--- config.mk ---
export PLATFORM = sky130hd
export DESIGN_NAME = program_loader_flat
export DESIGN_NICKNAME = d
export VERILOG_FILES = /design/src/rtl/program_loader_pkg.sv /design/src/rtl/program_loader_if.sv /design/src/rtl/program_loader_word_assembler.sv /design/src/rtl/program_loader.sv /design/src/flat_wrapper.sv
export SDC_FILE = /design/constraint.sdc
export NUM_CORES = 1
export LEC_CHECK = 0
export CAP_MARGIN = 20
export CORE_UTILIZATION = 49
export CTS_CLUSTER_SIZE = 28
export DETAILED_ROUTE_END_ITERATION = 8
export HOLD_SLACK_MARGIN = 0.03
export PLACE_DENSITY = 0.8
export SYNTH_ARGS = -nofsm -noshare
export SYNTH_HDL_FRONTEND = slang
export SYNTH_HIERARCHICAL = 1
export SYNTH_SLANG_ARGS = --single-unit
--- constraint.sdc ---
create_clock -name clk -period 3.15 [get_ports clk]
set_clock_uncertainty 0.2 [all_clocks]
set_input_delay 0.63 -clock clk [delete_from_list [all_inputs] [get_ports clk]]
set_output_delay 0.63 -clock clk [all_outputs]
set_load 0.05 [all_outputs]
--- src/rtl/program_loader_pkg.sv ---
// Shared types and constants for the instruction-memory loader.
package program_loader_pkg;

  typedef enum logic [2:0] {
    LD_LEN  = 3'd0,
    LD_DATA = 3'd1,
    LD_CSUM = 3'd2,
    LD_DONE = 3'd3,
    LD_ERR  = 3'd4
  } loader_state_type;

  localparam logic [1:0] RV32_OPCODE_LOW = 2'b11;
  localparam int         BYTES_PER_WORD  = 4;

  // Only full-width RV32 encodings may be loaded; compressed forms are rejected.
  function automatic logic is_rv32_word(input logic [31:0] word);
    return word[1:0] == RV32_OPCODE_LOW;
  endfunction

endpackage

--- src/rtl/program_loader_if.sv ---
// Byte-stream input and instruction-memory write port of the loader.
interface program_loader_if #(
  parameter int ADDR_WIDTH = 10
);

  logic [7:0]            rx_data;
  logic                  rx_valid;
  logic                  rx_ready;
  logic                  imem_we;
  logic [ADDR_WIDTH-1:0] imem_addr;
  logic [31:0]           imem_wdata;

  modport master (
    input  rx_data,
    input  rx_valid,
    output rx_ready,
    output imem_we,
    output imem_addr,
    output imem_wdata
  );

  modport slave (
    output rx_data,
    output rx_valid,
    input  rx_ready,
    input  imem_we,
    input  imem_addr,
    input  imem_wdata
  );

endinterface

--- src/rtl/program_loader_word_assembler.sv ---
// Collects four little-endian bytes into a 32-bit word; word_valid is high
// combinationally in the cycle the fourth byte is presented.
module word_assembler
  import program_loader_pkg::*;
(
  input  logic        clk,
  input  logic        reset,
  input  logic        clear,
  input  logic        byte_valid,
  input  logic [7:0]  byte_data,
  output logic        word_valid,
  output logic [31:0] word_data
);

  logic [23:0] shift_reg;
  logic [1:0]  byte_cnt_reg;

  always_ff @(posedge clk) begin
    if (reset || clear) begin
      shift_reg    <= '0;
      byte_cnt_reg <= '0;
    end else if (byte_valid) begin
      shift_reg    <= {byte_data, shift_reg[23:8]};
      byte_cnt_reg <= byte_cnt_reg + 2'd1;
    end
  end

  assign word_valid = byte_valid && (byte_cnt_reg == 2'd3);

  // The three earlier bytes sit in the shift register; the top lane is the live byte.
  generate
    for (genvar gi = 0; gi < BYTES_PER_WORD; gi++) begin : g_lane
      if (gi == BYTES_PER_WORD - 1) begin : g_live
        assign word_data[8*gi +: 8] = byte_data;
      end else begin : g_held
        assign word_data[8*gi +: 8] = shift_reg[8*gi +: 8];
      end
    end
  endgenerate

endmodule

--- src/rtl/program_loader.sv ---
// Loads a length-prefixed instruction image into instruction memory and holds
// the core in reset until it is complete. LOADER_CHECKSUM_EN adds a trailing XOR byte.
module program_loader
  import program_loader_pkg::*;
#(
  parameter int IMEM_DEPTH = 1024,
  parameter int ADDR_WIDTH = 10
) (
  input  logic                  clk,
  input  logic                  reset,
  input  logic                  reload,
  program_loader_if.master      bus,
  output logic                  cpu_hold,
  output logic                  done,
  output logic                  error
);

  localparam logic [31:0]         DEPTH_WORDS = 32'(IMEM_DEPTH);
  localparam logic [ADDR_WIDTH:0] COUNT_ONE   = 1;
  localparam logic [ADDR_WIDTH-1:0] INDEX_ONE = 1;
`ifdef LOADER_CHECKSUM_EN
  localparam loader_state_type AFTER_DATA = LD_CSUM;
`else
  localparam loader_state_type AFTER_DATA = LD_DONE;
`endif

  loader_state_type      state_reg, state_next;
  logic                  accept;
  logic                  asm_valid;
  logic                  asm_clear;
  logic                  word_valid;
  logic [31:0]           word_data;
  logic                  last_word;
  logic                  imem_we_next;

  logic [ADDR_WIDTH-1:0] word_index_reg;
  logic [ADDR_WIDTH:0]   count_reg;
  logic                  imem_we_reg;
  logic [ADDR_WIDTH-1:0] imem_addr_reg;
  logic [31:0]           imem_wdata_reg;
  logic                  done_reg;
  logic                  error_reg;
  logic                  cpu_hold_reg;

  assign bus.rx_ready = (state_reg == LD_LEN) || (state_reg == LD_DATA) ||
                        (state_reg == LD_CSUM);
  // reload takes priority over a byte presented in the same cycle.
  assign accept    = bus.rx_valid && bus.rx_ready && !reload;
  assign asm_valid = accept && ((state_reg == LD_LEN) || (state_reg == LD_DATA));
  assign asm_clear = reload || (state_next != state_reg);
  assign last_word = ({1'b0, word_index_reg} == (count_reg - COUNT_ONE));

  word_assembler u_word_assembler (
    .clk        (clk),
    .reset      (reset),
    .clear      (asm_clear),
    .byte_valid (asm_valid),
    .byte_data  (bus.rx_data),
    .word_valid (word_valid),
    .word_data  (word_data)
  );

`ifdef LOADER_CHECKSUM_EN
  logic [7:0] csum_reg;
  logic       csum_match;

  always_ff @(posedge clk) begin
    if (reset || reload) begin
      csum_reg <= '0;
    end else if (accept && (state_reg == LD_DATA)) begin
      csum_reg <= csum_reg ^ bus.rx_data;
    end
  end

  assign csum_match = (bus.rx_data == csum_reg);
`endif

  always_comb begin
    state_next   = state_reg;
    imem_we_next = 1'b0;
    if (reload) begin
      state_next = LD_LEN;
    end else begin
      case (state_reg)
        LD_LEN: begin
          if (word_valid) begin
            if (word_data > DEPTH_WORDS) begin
              state_next = LD_ERR;
            end else if (word_data == 32'd0) begin
              state_next = AFTER_DATA;
            end else begin
              state_next = LD_DATA;
            end
          end
        end
        LD_DATA: begin
          if (word_valid) begin
            if (!is_rv32_word(word_data)) begin
              state_next = LD_ERR;
            end else begin
              imem_we_next = 1'b1;
              if (last_word) begin
                state_next = AFTER_DATA;
              end
            end
          end
        end
`ifdef LOADER_CHECKSUM_EN
        LD_CSUM: begin
          if (accept) begin
            state_next = csum_match ? LD_DONE : LD_ERR;
          end
        end
`endif
        default: begin
          state_next = state_reg;
        end
      endcase
    end
  end

  always_ff @(posedge clk) begin
    if (reset) begin
      state_reg      <= LD_LEN;
      word_index_reg <= '0;
      count_reg      <= '0;
      imem_we_reg    <= 1'b0;
      imem_addr_reg  <= '0;
      imem_wdata_reg <= '0;
      done_reg       <= 1'b0;
      error_reg      <= 1'b0;
      cpu_hold_reg   <= 1'b1;
    end else begin
      state_reg    <= state_next;
      imem_we_reg  <= imem_we_next;
      done_reg     <= (state_next == LD_DONE);
      error_reg    <= (state_next == LD_ERR);
      cpu_hold_reg <= (state_next != LD_DONE);
      if (reload) begin
        word_index_reg <= '0;
        count_reg      <= '0;
      end else begin
        // Oversized counts go straight to LD_ERR, so the truncation here never matters.
        if ((state_reg == LD_LEN) && word_valid) begin
          count_reg <= word_data[ADDR_WIDTH:0];
        end
        if (imem_we_next) begin
          imem_addr_reg  <= word_index_reg;
          imem_wdata_reg <= word_data;
          if (!last_word) begin
            word_index_reg <= word_index_reg + INDEX_ONE;
          end
        end
      end
    end
  end

  assign bus.imem_we    = imem_we_reg;
  assign bus.imem_addr  = imem_addr_reg;
  assign bus.imem_wdata = imem_wdata_reg;
  assign done           = done_reg;
  assign error          = error_reg;
  assign cpu_hold       = cpu_hold_reg;

endmodule

--- src/flat_wrapper.sv ---
// flat-port wrapper written by rule: the top's interface ports become plain ports
module program_loader_flat import program_loader_pkg::*;
#(
  parameter int IMEM_DEPTH = 1024,
  parameter int ADDR_WIDTH = 10
)
  (clk, reset, reload, cpu_hold, done, error, bus_rx_data, bus_rx_valid, bus_rx_ready, bus_imem_we, bus_imem_addr, bus_imem_wdata);
  program_loader_if #(.ADDR_WIDTH(ADDR_WIDTH)) bus_i ();
  input  logic clk;
  input  logic reset;
  input  logic reload;
  output logic cpu_hold;
  output logic done;
  output logic error;
  input wire logic [$bits(bus_i.rx_data)-1:0] bus_rx_data;
  input wire logic [$bits(bus_i.rx_valid)-1:0] bus_rx_valid;
  output wire logic [$bits(bus_i.rx_ready)-1:0] bus_rx_ready;
  output wire logic [$bits(bus_i.imem_we)-1:0] bus_imem_we;
  output wire logic [$bits(bus_i.imem_addr)-1:0] bus_imem_addr;
  output wire logic [$bits(bus_i.imem_wdata)-1:0] bus_imem_wdata;
  assign bus_i.rx_data = bus_rx_data;
  assign bus_i.rx_valid = bus_rx_valid;
  assign bus_rx_ready = bus_i.rx_ready;
  assign bus_imem_we = bus_i.imem_we;
  assign bus_imem_addr = bus_i.imem_addr;
  assign bus_imem_wdata = bus_i.imem_wdata;
  program_loader #(.IMEM_DEPTH(IMEM_DEPTH), .ADDR_WIDTH(ADDR_WIDTH)) u_core (.clk(clk), .reset(reset), .reload(reload), .bus(bus_i), .cpu_hold(cpu_hold), .done(done), .error(error));
endmodule
==> results of run 1 <==
[routing by layer]
layer	part of all wire, %	vias to the layer above
met3	4.5	15
met2	49	97
li1	-	1779
met5	0	-
met4	1.6	0
met1	44	1693
[area by class of cell]
type                       count  area [um^2]  area share (%)
clock buffer                  10          128            2.54
clock inverter                 6         75.1            1.49
inverter                       8         30.0           0.597
timing repair buffer          85          803            16.0
tap                          105          131            2.61
sequential                    96         1920            38.2
multi-input combinational    348         1940            38.6
[path summary, 6_finish.rpt]
kind	end	slack [ps]	cells after the start
worst max-delay path	u_core/cpu_hold	160	7
worst min-delay path	u_core/bus.imem_addr[2]	260	2
worst max register to register	u_core/word_index_reg[6]	250	10
worst min register to register	u_core/bus.imem_addr[2]	260	2
[logic make-up (layout without fill, tap and decap cells)]
| logic type | count (synthesis) | count (layout) |
|---|---|---|
| simple gates | 215 | 215 |
| flops | 96 | 96 |
| compound gates | 91 | 91 |
| buf+inv | 47 | 109 |
| mux | 27 | 27 |
| xor+xnor | 12 | 12 |
| fa+ha+maj | 3 | 3 |
[Yosys cell counts (all sizes together), types with 4 or more instances]
cell type    n
o21ai       12
xor2         7
clkbuf      17
mux2i       26
nand2      109
nand3        9
buf         22
nand4        4
nor2        46
dfxtp       96
nor3         9
nor4         9
a21oi       63
xnor2        5
inv          8
or3          9
[power by group through the flow]
stage / Sequential [W] / Combinational, W / Clock (W)
floorplan: 0.00125 / 0.0000572 / 0
global placement: 0.00125 / 0.0000776 / 0
detailed placement: 0.00125 / 0.0000786 / 0
CTS: 0.00122 / 0.0000789 / 0.000838
global route: 0.00122 / 0.0000866 / 0.000888
finish: 0.00122 / 0.0000810 / 0.000824
[worst min-delay path: cells and delay by family, from the launching register on]
kind | cells | cell delay (ps)
AO/OA/AOI/OAI | 1 | 50
flip-flops | 1 | 320
AND/OR/NAND/NOR | 1 | 50
[metrics by stage]
step	setup WS, ps	TNS [ps]	util (%)	hold slack (ps)	cell area, um^2
after global routing	-3.37	-3.37	61.5	275	5030
after detailed placement	-244	-4670	58.7	246	4800
final	156	0	61.5	258	5030
after floorplan	58.0	0	-	257	4120
after global placement	-144	-2100	58.7	244	4800
after CTS	124	0	61.2	260	5000
==> flow_summary.ini, run 1 <==
[status]
run_status = finished clean

[floorplanning]
num_rows = 33
die_w_um = 93.7
coreArea_mm2 = 0.00818
dieHeight_um = 93.7
io_pins = 59
start_util_pct = 50.4
dieArea_mm2 = 0.00878

[worst_hold_path]
hold_start = u_core/bus.imem_addr[2]
min_path_type = reg -> reg

[power_and_ir_drop]
p_leak_nw = 1.77
vdd_ir_drop_max_mv = 0.269
p_total_w = 0.00212
seq_power_share_pct = 57.4
clkPwrFrac_pct = 38.8
power_frac_comb_pct = 3.8
powerDensity_mw_per_mm2 = 423
p_int_w = 0.00163
p_sw_share_pct = 23.1
p_switching_w = 0.000491

[cts]
cts_hold_buf = 0
clockBufferDepth = 2
cts.htree.levels = 3
clock_latency_ps = 360
clk_pin_slew_worst_paths_ps = 90
root_buffer = clkbuf_8
cts.sinks = 96
ctsResizeCount = 0
cts-buffers-inserted = 9
cts_tree = yes
post-cts-setup-buffers = 0

[cells_and_area]
drive_gt1_share_pct = 10.5
insertedDiodeCount = 0
largest_reg_flops = 32
instances_no_fill = 658
mostFrequentLayoutCells = nand2_1, dfxtp_1, a21oi_1
final_common_cell = nand2_1
fillCellCount = 702
areaGrowthSynthToFinish_pct = 22.0
final_nets = 563

[route]
wirelength_um = 9690
ant_nets = 0
first_pass_iters = 4
first_iter_violations = 202
wire_per_inst_um = 14.7
viasPerCell = 5.45
drc = 0
vias = 3584

[synth]
synth_xor_area_share_pct = 2.55
synth_area_leaders = dfxtp_1, nand2_1, a21oi_1
yosysTopAreaCellShare_pct = 46.6
ys_warn_count = 6
synthArstFlopShare_pct = 0
synth_edf_count = 0
synth_compound_area_share_pct = 13.0
synth_ff_type = dfxtp_1
syn_area_mm2 = 0.00412
avgSynthCellArea_um2 = 8.39
synthSimpleGateAreaFrac_pct = 23.5
synthAdderAreaFrac_pct = 0.911
muxShareOfSynthArea_pct = 6.59
synth_seq_area_share_pct = 46.6
yosysUniqueCellTypes = 52
ys_seq_elements = 96
syn_nets = 506
synth_top_family_by_area = simple AND/OR/NAND/NOR gates
netlist_instances = 491
yosysTopAreaCell = dfxtp_1

[worst_setup_path]
crit_path_max_fanout = 2
arrival_ps = 3040
reg2reg_from = u_core/count_reg[0]
end_kind = flip-flop
path_buf_inv = 2
worstPathRequired_ps = 3190
crit_path_start = bus_rx_data[1]
path_cells = clkdlybuf4s50_1 -> nor4_2 -> nand4_1 -> buf_4 -> a2111oi_1 -> o21ai_0 -> or4_1
crit_family = simple AND/OR/NAND/NOR gates
critPathKind = in -> reg
start_kind = input port
slowest_delay_ps = 540
slowest_stage = a2111oi_1

[timing]
fin_crit_ps = 2990
period_share_pct = 95.0
slew_violations = 0
max_slew.worst_pin.slew_ps = 549
fmax_mhz = 334
relSlewSlack_pct = 63.3
hold_viol_final = 0
setup_viol = 0

[global_routing]
grt_max_degree = 45
grt_busiest_layer = met2
grt_overflow_total = 0
grt_pass1_vias = 3345
antenna_found_initial = 0
track_usage_pct = 23.3
met1_usage_pct = 29.6
use_met2_pct = 38.5
grt_pass1_wl_um = 16000
gr-usage-met3_pct = 4.69

[flow_run]
cap_violations = 0

[placed_design]
dp.final_hpwl_um = 6790
gp_congestion = 0.874
portBuffers = 58
dp_cells = 642
Power figures use the tool's default switching activity.
==> run 2, diff against run 1 <==
- PLACE_DENSITY: 0.8 -> 0.76
==> run 2 against run 1 <==
Compared with the run above:
- power grew 1.4%
- via count grew 0.81%
- register-to-register slack lost 70 ps
- clock power grew 3.6%
- largest power group unchanged
- first-iteration DRC count shrank 5.4%
==> flow_summary.ini, run 2 (synthesis results as in run 1) <==
[cells_and_area]
fin_area_mm2 = 0.00502
utilization_pct = 61.4
insertedDiodeCount = 0
largest_reg_flops = 32
final_common_cell = nand2_1
instances_no_fill = 657
mostFrequentLayoutCells = nand2_1, dfxtp_1, a21oi_1
fillCellCount = 732
final_nets = 562
areaGrowthSynthToFinish_pct = 21.8
drive_gt1_share_pct = 9.96

[timing]
setup_viol = 0
slew_violations = 0
fmax_mhz = 336
hold_viol_final = 0
fin_crit_ps = 2970
relSlewSlack_pct = 65.5
period_share_pct = 94.4
max_slew.worst_pin.slew_ps = 516
setup_tns_ps = 0

[placed_design]
place_area_mm2 = 0.00479
gp_congestion = 0.895
dp_cells = 641
portBuffers = 58
dp.final_hpwl_um = 6630

[global_routing]
grt_overflow_total = 0
grt_pass1_vias = 3319
track_usage_pct = 23.0
grt_pass1_wl_um = 15900
antenna_found_initial = 0
grt_max_degree = 43

[route]
wire_per_inst_um = 14.4
drc = 0
ant_nets = 0
first_pass_iters = 4
vias = 3613
first_iter_violations = 191
wirelength_um = 9470
viasPerCell = 5.50

[worst_setup_path]
slowest_delay_ps = 480
slowest_stage = o31ai_4
crit_family = compound AO/OA/AOI/OAI gates
path_depth = 10
endpoint = u_core/word_index_reg[3]
worstPathRequired_ps = 3240
r2r-end = u_core/word_index_reg[3]
reg2reg_depth = 10
end_kind = flip-flop
path_buf_inv = 2
critPathKind = reg -> reg
crit_path_start = u_core/count_reg[0]
reg2reg_from = u_core/count_reg[0]
crit_path_max_fanout = 15
rrSetupSlack_ps = 180
path_cells = inv_1 -> ha_1 -> nor2b_1 -> or3_1 -> a31oi_1 -> nand4_2 -> o31ai_4 -> buf_4 -> o21ai_0 -> a21oi_1
start_kind = flip-flop
arrival_ps = 3070

[floorplanning]
dieArea_mm2 = 0.00878
coreArea_mm2 = 0.00818
num_rows = 33
io_pins = 59
die_w_um = 93.7
dieHeight_um = 93.7
start_util_pct = 50.4

[power_and_ir_drop]
powerDensity_mw_per_mm2 = 429
p_leak_nw = 1.80
vdd_ir_drop_max_mv = 0.321

[cts]
clockBufferDepth = 2
cts_tree = yes
post-cts-setup-buffers = 0
clk_pin_slew_worst_paths_ps = 100
cts.htree.levels = 3
cts-buffers-inserted = 9
root_buffer = clkbuf_8
cts.sinks = 96
cts_hold_buf = 0
clock_latency_ps = 360

[worst_hold_path]
min_path_type = reg -> reg

[flow_run]
cap_violations = 0

[status]
run_status = finished clean
## run 2: worst min-delay path by stage
stage,startpoint,to,slack (ps),cells after the start
after floorplan,u_core/u_word_assembler/shift_reg[13],u_core/bus.imem_wdata[13],260,2
after global placement,u_core/bus.imem_addr[7],u_core/bus.imem_addr[7],240,2
after detailed placement,u_core/bus.imem_wdata[26],u_core/bus.imem_wdata[26],250,2
after CTS,u_core/bus.imem_wdata[26],u_core/bus.imem_wdata[26],260,2
after global routing,u_core/bus.imem_wdata[15],u_core/bus.imem_wdata[15],280,2
final,u_core/bus.imem_addr[2],u_core/bus.imem_addr[2],260,2
## run 2: cell type report
type	instances	area, um^2	share of cell area (%)
Multi-Input combinational cell	348	1930	38.5
Sequential cell	96	1920	38.3
Timing Repair Buffer	84	792	15.8
Clock buffer	10	138	2.74
Tap cell	105	131	2.62
Clock inverter	6	75.1	1.50
Inverter	8	30.0	0.598
## run 2: worst min-delay path, cell delays in order (launching register included)
cell	delay [ps]
dfxtp_1	320
nand2_1	50
a21oi_1	50
## run 2: where the power goes
part	internal, W	switching, W	leakage [nW]
clock network	0.000403	0.000451	0.111
logic	0.0000378	0.0000434	0.913
registers	0.00122	0.00000394	0.773
total	0.00166	0.000498	1.80
## run 2: timing repair
action                                  CTS  global route
endpoints found under the setup margin    0            26
hold endpoints to repair                  0             0
gates resized for setup                   0             3
## run 2: metal layers
metal	track usage, %	vias to the layer above	share of wire, %
met3	4.29	12	4.8
li1	-	1782	-
met4	9.62	0	1.5
met2	37.7	91	48
met1	29.7	1728	46
met5	0	-	0
## run 2: stage by stage
step / hold slack [ps] / total power [W] / worst slack [ps]
6_report: 257 / 0.00215 / 178
2_1_floorplan: 257 / 0.00130 / 58.0
5_1_grt: 282 / 0.00223 / -3.88
3_3_place_gp: 242 / 0.00133 / -146
4_1_cts: 260 / 0.00217 / 120
3_5_place_dp: 246 / 0.00133 / -152
==> run 3, diff against run 2 <==
- CORE_UTILIZATION: 49 -> 51
- CTS_BUF_LIST: not set -> sky130_fd_sc_hd__clkbuf_4
- PLACE_DENSITY: 0.76 -> 0.78
==> run 3 against run 2 <==
Compared with the run above:
- flip-flop and latch count unchanged
- maximum frequency down 1.3%
- combinational power fell by 2%
- sequential share of layout area grew 0.75 points
- critical path depth up 2
- global-route usage fell by 0.11 points
==> flow_summary.ini, run 3 (synthesis results as in run 1) <==
[cts]
ctsResizeCount = 0
clk_pin_slew_worst_paths_ps = 140
cts-buffers-inserted = 9
root_buffer = clkbuf_4
clock_latency_ps = 450
clockBufferDepth = 2
post-cts-setup-buffers = 0
cts_tree = yes
cts.sinks = 96
cts_hold_buf = 0
cts.htree.levels = 3

[cells_and_area]
final_common_cell = nand2_1
seq_area_mm2 = 0.00192
largest_reg_flops = 32
insertedDiodeCount = 0
drive_gt1_share_pct = 9.80
multi_input_area_mm2 = 0.00193
mostFrequentLayoutCells = nand2_1, dfxtp_1, a21oi_1
final_nets = 561
areaGrowthSynthToFinish_pct = 19.5
instances_no_fill = 653
fillCellCount = 686
fin_area_mm2 = 0.00492

[floorplanning]
dieHeight_um = 91.9
dieArea_mm2 = 0.00844
start_util_pct = 53.0
num_rows = 32
io_pins = 59
die_w_um = 91.9
coreArea_mm2 = 0.00777

[timing]
whs_ps = 264
period_share_pct = 95.6
setup_viol = 0
setup_tns_ps = 0
fin_crit_ps = 3010
slew_violations = 0
max_slew.worst_pin.slew_ps = 516
relSlewSlack_pct = 65.5
hold_viol_final = 0
rsz0062_at_grt = false
fmax_mhz = 332

[route]
first_pass_iters = 5
drc = 0
wire_per_inst_um = 14.3
wirelength_um = 9350
ant_nets = 0
viasPerCell = 5.51
first_iter_violations = 202
vias = 3600

[power_and_ir_drop]
vdd_ir_drop_max_mv = 0.290
power_frac_comb_pct = 4.2
p_leak_nw = 1.75
p_total_w = 0.00191
powerDensity_mw_per_mm2 = 387
p_sw_share_pct = 24.6
p_switching_w = 0.000469
p_int_w = 0.00144
seq_power_share_pct = 64.1
clkPwrFrac_pct = 31.8

[global_routing]
antenna_found_initial = 0
grt_max_degree = 45
track_usage_pct = 22.9
grt_overflow_total = 0
grt_pass1_wl_um = 15300
grt_pass1_vias = 3303

[worst_setup_path]
crit_family = simple AND/OR/NAND/NOR gates
arrival_ps = 3150
start_kind = flip-flop
path_buf_inv = 2
slowest_stage = dfxtp_1
cpMostUsedCell = nor2_1
critPathKind = reg -> reg
path_cells = inv_1 -> ha_1 -> nor2b_1 -> or3_1 -> a31oi_1 -> nand4_2 -> nor3_4 -> nor2_1 -> o21bai_1 -> or2_1 -> buf_6 -> nor2_1
slowest_delay_ps = 460
end_kind = flip-flop
crit_path_max_fanout = 26
worstPathRequired_ps = 3290

[placed_design]
portBuffers = 58
dp_cells = 637
gp_congestion = 0.916
place_area_mm2 = 0.00478
dp.final_hpwl_um = 6530

[status]
run_status = finished clean

[flow_run]
cap_violations = 0

[worst_hold_path]
min_path_type = reg -> reg
-- run 3: worst reg2reg max path: stages (launching register included) --
cell	delay (ps)
dfxtp_1	460
inv_1	70
ha_1	240
nor2b_1	150
or3_1	350
a31oi_1	250
nand4_2	210
nor3_4	310
nor2_1	100
o21bai_1	140
or2_1	140
buf_6	220
nor2_1	80
-- run 3: stage by stage --
step	util, %	setup slack [ps]
6_report	63.4	138
2_1_floorplan	-	58.0
3_5_place_dp	61.5	-170
4_1_cts	63.2	84.6
3_3_place_gp	61.5	-119
5_1_grt	63.4	4.39
-- run 3: power by group through the flow --
stage	combinational [W]	clock (W)	sequential, W
2_1_floorplan	0.0000572	0	0.00125
3_3_place_gp	0.0000764	0	0.00125
3_5_place_dp	0.0000778	0	0.00125
4_1_cts	0.0000784	0.000633	0.00122
5_1_grt	0.0000848	0.000671	0.00122
6_report	0.0000794	0.000606	0.00122
-- run 3: per-layer routing --
metal	global-route usage, %	routed length, um	part of all wire (%)	vias to the layer above
met3	4.31	524	5.6	23
li1	-	-	-	1778
met2	38.4	4520	48	124
met5	0	0	0	-
met1	28.1	4090	44	1675
met4	11.3	223	2.4	0
-- run 3: final cells by class --
type / instances / share of cell area, %
clock buffer: 10 / 1.52
clock inverter: 6 / 1.07
inverter: 8 / 0.610
multi-input combinational: 348 / 39.2
sequential: 96 / 39.0
tap: 102 / 2.59
timing repair buffer: 83 / 15.9
-- run 3: path summary, 6_finish.rpt --
| check | startpoint | end | slack, ps | cells past startpoint |
|---|---|---|---|---|
| setup / recovery | u_core/count_reg[0] | u_core/u_word_assembler/shift_reg[8] | 140 | 12 |
| hold / removal | u_core/bus.imem_addr[5] | u_core/bus.imem_addr[5] | 260 | 2 |
| setup reg to reg | u_core/count_reg[0] | u_core/u_word_assembler/shift_reg[8] | 140 | 12 |
| hold reg to reg | u_core/bus.imem_addr[5] | u_core/bus.imem_addr[5] | 260 | 2 |
